File: config.mk
export PLATFORM = sky130hd
export DESIGN_NAME = seg_scan
export DESIGN_NICKNAME = d
export VERILOG_FILES = /design/src/rtl/seg_scan.sv
export SDC_FILE = /design/constraint.sdc
export NUM_CORES = 1
export LEC_CHECK = 0
export ABC_AREA = 1
export BUFFER_PORTS_ARGS = -buffer_cell sky130_fd_sc_hd__buf_2
export CAP_MARGIN = 20
export CORE_MARGIN = 10
export CORE_UTILIZATION = 55
export DETAILED_ROUTE_END_ITERATION = 6
export GPL_TIMING_DRIVEN = 1
export PLACE_DENSITY = 0.75
export SYNTH_ARGS = -nofsm -noshare
export SYNTH_HDL_FRONTEND = slang
export SYNTH_SLANG_ARGS = --single-unit
File: constraint.sdc
create_clock -name clk -period 4.5 [get_ports clk]
set_input_delay 0.225 -clock clk [delete_from_list [all_inputs] [get_ports clk]]
set_output_delay 0.225 -clock clk [all_outputs]
set_load 0.03 [all_outputs]
File: src/rtl/seg_scan.sv
// rtl/seg_scan.sv - six-digit multiplexed seven-segment scan driver
//
// Lights one digit of a six-digit common-anode display at a time, round-robin,
// one slot of DIV = CLK_FREQ/SCAN_FREQ clocks per digit. The BCD input and the
// decimal-point mask are snapshotted at the start of every frame so a frame
// never mixes two input values. The first clock of every slot is a blank
// (anti-ghosting) cycle.
//
// Ports:
//   clk      system clock
//   rst      asynchronous active-low reset
//   data     packed BCD, data[4k+3:4k] is digit k (k=0 rightmost)
//   dp_mask  bit k lights the decimal point of digit k
//   en       1 = display on, 0 = outputs inactive (scan keeps running)
//   seg      registered segments, seg[7]=dp, seg[6:0]=g..a
//   sel      registered digit enables, sel[k] drives digit k

module seg_scan #(
  parameter int CLK_FREQ       = 50_000_000,
  parameter int SCAN_FREQ      = 1000,
  parameter bit LZ_BLANK       = 1'b1,
  parameter bit SEG_ACTIVE_LOW = 1'b1,
  parameter bit SEL_ACTIVE_LOW = 1'b1
) (
  input  logic        clk,
  input  logic        rst,
  input  logic [23:0] data,
  input  logic [5:0]  dp_mask,
  input  logic        en,
  output logic [7:0]  seg,
  output logic [5:0]  sel
);

  localparam int DIV = CLK_FREQ / SCAN_FREQ;
  localparam int CW  = (DIV > 2) ? $clog2(DIV) : 1;
  localparam logic [CW-1:0] DIV_LAST = CW'(DIV - 1);
  localparam logic [7:0] SEG_OFF = SEG_ACTIVE_LOW ? 8'hFF : 8'h00;
  localparam logic [5:0] SEL_OFF = SEL_ACTIVE_LOW ? 6'h3F : 6'h00;

  generate
    if (DIV < 2) begin : g_div_check
      $error("seg_scan: CLK_FREQ/SCAN_FREQ must be at least 2");
    end
  endgenerate

  function automatic logic [6:0] bcd_to_seg(input logic [3:0] nib);
    logic [6:0] s;
    case (nib)
      4'd0:    s = 7'h3F;
      4'd1:    s = 7'h06;
      4'd2:    s = 7'h5B;
      4'd3:    s = 7'h4F;
      4'd4:    s = 7'h66;
      4'd5:    s = 7'h6D;
      4'd6:    s = 7'h7D;
      4'd7:    s = 7'h07;
      4'd8:    s = 7'h7F;
      4'd9:    s = 7'h6F;
      default: s = 7'h40;  // invalid BCD shows a dash
    endcase
    return s;
  endfunction

  // running is low only between reset release and the first edge; that edge
  // holds the counters at slot 0 / count 0 so it "starts" the first slot.
  logic          running;
  logic [CW-1:0] div_cnt;
  logic [2:0]    idx;
  logic [23:0]   snap_data;
  logic [5:0]    snap_dp;
  logic          frame_start;

  assign frame_start = !running || ((div_cnt == DIV_LAST) && (idx == 3'd5));

  always_ff @(posedge clk or negedge rst) begin
    if (!rst) begin
      running <= 1'b0;
      div_cnt <= '0;
      idx     <= 3'd0;
    end else if (!running) begin
      running <= 1'b1;
    end else if (div_cnt == DIV_LAST) begin
      div_cnt <= '0;
      idx     <= (idx == 3'd5) ? 3'd0 : idx + 3'd1;
    end else begin
      div_cnt <= div_cnt + 1'b1;
    end
  end

  always_ff @(posedge clk or negedge rst) begin
    if (!rst) begin
      snap_data <= 24'h0;
      snap_dp   <= 6'h0;
    end else if (frame_start) begin
      snap_data <= data;
      snap_dp   <= dp_mask;
    end
  end

  // lead_zero[k]: snapshot digits k..5 are all zero
  logic [5:0] lead_zero;
  genvar gk;
  generate
    for (gk = 0; gk < 6; gk++) begin : g_lz
      assign lead_zero[gk] = (snap_data[23:4*gk] == '0);
    end
  endgenerate

  logic [3:0] cur_digit;
  logic       cur_dp;
  logic       cur_lz;
  logic [5:0] sel_hi;
  logic [6:0] glyph;
  logic [7:0] seg_hi;
  logic [7:0] seg_d;
  logic [5:0] sel_d;

  always_comb begin
    cur_digit = 4'(snap_data >> {idx, 2'b00});
    cur_dp    = snap_dp[0];
    cur_lz    = lead_zero[0];
    sel_hi    = 6'(6'd1 << idx);
    glyph     = bcd_to_seg(cur_digit);
    seg_hi    = 8'h00;
    seg_d     = SEG_OFF;
    sel_d     = SEL_OFF;

    cur_dp = 1'(snap_dp >> idx);
    cur_lz = 1'(lead_zero >> idx);
    if (LZ_BLANK && (idx != 3'd0) && cur_lz) begin
      glyph = 7'h00;  // dp stays independent of blanking
    end
    seg_hi = {cur_dp, glyph};

    if (en && (div_cnt != '0)) begin
      seg_d = SEG_ACTIVE_LOW ? ~seg_hi : seg_hi;
      sel_d = SEL_ACTIVE_LOW ? ~sel_hi : sel_hi;
    end
  end

  always_ff @(posedge clk or negedge rst) begin
    if (!rst) begin
      seg <= SEG_OFF;
      sel <= SEL_OFF;
    end else begin
      seg <= seg_d;
      sel <= sel_d;
    end
  end

endmodule
==> impl_metrics.tcl <==
set metrics [dict create \
    core_mm2 0.00635 \
    ys_ff_latch 64 \
    critPathLaunchType "flip-flop" \
    grt_max_degree 65 \
    final_cell_mix "nand2_1 (100), inv_1 (62), dfrtp_1 (50), buf_2 (46), nor2_1 (41)" \
    fill_cells 550 \
    cap_violations 0 \
    hpwl_um 5420 \
    worstSkewPairLatency_ns 0.34 \
    p_switching_uw 476 \
    timing.fmax_ghz 0.487 \
    yosysSeqAreaShare_pct 45.2 \
    ant_nets 0 \
    pwr-share-comb_pct 20.7 \
    power.density_mw_per_mm2 382 \
    syn-num-nets 475 \
    io_buffers 46 \
    first_global_vias 2839 \
    cts.sinks 64 \
    h-tree-depth 3 \
    first_pass_iters 4 \
    first_iter_violations 114 \
    finalWeightedCongestion 0.884 \
    wl_per_cell_um 12.6 \
    setup_viol 0 \
    yosysTopAreaCellShare_pct 34.9 \
    p_total_mw 1.54 \
    ys_top_cells_by_area "dfrtp_1 (35%), nand2_1 (10%), dfstp_2 (10%)" \
    cts_root_buf "clkbuf_8" \
    ir_drop_v 0.000282 \
    cts_buffer_depth 2 \
    period_needed_ns 2.05 \
    hold_slack_ns 0.0426 \
    slew-limit-headroom_pct 48.0 \
    ios 47 \
    crit_arrival_ns 2.34 \
    n_antenna_cell 0 \
    placed_area_mm2 0.00384 \
    via_per_inst 4.89 \
    final_nets 524 \
    cts_made_buffers 9 \
    cts_resized 0 \
    fin_crit_sh_pct 45.6 \
    start_util_pct 56.4 \
    post-route-drc-count 0 \
    leakagePower_nw 2.10 \
    status "finished, final reports clean" \
    rsz0062_at_grt "false" \
    synthDistinctLibCells 35 \
    die_y_um 101 \
    design_area_mm2 0.00404 \
    die_w_um 101 \
    setup-tns-final_ns 0 \
    grt_util_all_layers_pct 15.2 \
    finalHoldViolations 0 \
    cts_tree "yes" \
    synth_edf_count 0 \
    hold_buffers 0 \
    path_clk_slew_ns 0.07 \
    finalMaxSlewViolations 0 \
    p_sw_share_pct 30.9 \
    synth-warning-count 0 \
    vias 2763 \
    synthToLayoutAreaGrowth_pct 12.7 \
    yosysTopAreaCell "dfrtp_1" \
    syn_avg_cell_area_um2 8.25 \
    cts_setup_buffers 0 \
    async_reset_ff_share_pct 100 \
    grt_pass1_wl_um 12600 \
    p_int_mw 1.06 \
    path_class "reg -> reg" \
    seqPwrFrac_pct 47.1 \
    finalClockSkew_ns 0.00634 \
    routed_wirelength_um 7120 \
    yosys_most_used_dff "dfrtp_1" \
    synthCells 434 \
    die-area_mm2 0.0101 \
    hp-class "in -> async" \
    crit_fanout 11 \
    drive_gt1_share_pct 33.4 \
    gr-total-overflow 0 \
    tightestPinTransition_ns 0.779 \
    required_ns 4.78 \
    clkPwrFrac_pct 32.2 \
    antenna_found_initial 0 \
    synth.cell_area_mm2 0.00358 \
    num_rows 29 \
    final_common_cell "nand2_1" \
    end_kind "flip-flop" \
]
==> synth_stat cells, types with 3 or more instances <==
| cell | n |
|---|---|
| a21oi_1 | 7 |
| o21ai_2 | 31 |
| xor2_1 | 4 |
| ha_1 | 8 |
| inv_2 | 6 |
| buf_4 | 4 |
| buf_6 | 7 |
| inv_1 | 62 |
| nand2_1 | 100 |
| nand3_1 | 28 |
| o21ai_0 | 8 |
| nor2_2 | 3 |
| dfstp_2 | 14 |
| nor2_1 | 41 |
| nand2_2 | 36 |
| dfrtp_1 | 50 |
==> per-stage QoR <==
step | setup WS, ns | utilization, % | cells
after floorplan | 2.81 | - | 434
after global placement | 2.07 | 60.1 | 548
after detailed placement | 2.49 | 60.4 | 549
after CTS | 2.47 | 63.6 | 565
after global routing | 2.23 | 63.6 | 565
final | 2.45 | 63.6 | 565
==> final cells by class <==
class	count	area (um^2)	share of cell area [%]
Clock buffer	13	159	3.94
Tap cell	77	96.3	2.39
Inverter	68	255	6.32
Clock inverter	3	40.0	0.992
Sequential cell	64	1620	40.1
Multi-Input combinational cell	290	1590	39.5
Timing Repair Buffer	50	273	6.76
==> state kept, by name, summed over array words and instances, names as in the netlist <==
| register | flops |
|---|---|
| div_cnt | 16 |
| idx | 3 |
| running | 1 |
| seg | 8 |
| sel | 6 |
| snap_data | 24 |
| snap_dp | 6 |
==> worst paths after layout <==
| check | start | endpoint | slack, ns | cells past startpoint |
|---|---|---|---|---|
| max in group asynchronous | rst | snap_data[5]$_DFFE_PN0P_ | 3.94 | 2 |
| max reg2reg | idx[1]$_DFFE_PN0P_ | seg[0]$_DFF_PN1_ | 2.45 | 12 |
| min in group clk | data[15] | snap_data[15]$_DFFE_PN0P_ | 0.11 | 3 |
| max | idx[1]$_DFFE_PN0P_ | seg[0]$_DFF_PN1_ | 2.45 | 12 |
| min | rst | div_cnt[6]$_DFFE_PN0P_ | 0.04 | 2 |
| min reg2reg | snap_dp[4]$_DFFE_PN0P_ | snap_dp[4]$_DFFE_PN0P_ | 0.49 | 2 |
==> per-layer routing <==
layer / wire (um) / vias to the layer above / global-route usage [%] / part of all wire (%)
met3: 465 / 10 / 5.69 / 6.5
met1: 3170 / 1251 / 18.7 / 44
met5: 0 / - / 0 / 0
li1: - / 1437 / - / -
met2: 3410 / 65 / 24.1 / 48
met4: 82 / 0 / 5.00 / 1.2
==> kinds of logic (layout without fill, tap and decap cells) <==
kind of cell | count (synthesis) | in the layout | share of synthesized area (%)
AND/OR/NAND/NOR | 221 | 221 | 28.5
other | 1 | 1 | 0.105
AO/OA/AOI/OAI | 56 | 56 | 12.1
buffers and inverters | 80 | 134 | 10.3
adder cells (fa/ha/maj) | 8 | 8 | 2.79
flip-flops | 64 | 64 | 45.2
XOR/XNOR | 4 | 4 | 0.978
==> power groups by stage <==
stage	Sequential, mW	Clock [mW]	Combinational [mW]
after CTS	0.727	0.508	0.324
final	0.726	0.496	0.319
after detailed placement	0.735	0	0.323
after global routing	0.735	0.532	0.369
after floorplan	0.753	0	0.217
after global placement	0.734	0	0.312
==> worst max-delay path, cell delays in order (launching register included) <==
cell     delay (ns)
dfrtp_1        0.60
inv_2          0.17
nor2_1         0.25
nand2_1        0.09
nand4_1        0.11
nand2_1        0.05
and3_1         0.20
inv_1          0.10
ha_1           0.14
inv_1          0.03
nand3_1        0.09
nand3_1        0.10
nand3_1        0.07
Note: power is estimated with default switching activity, not from simulation.
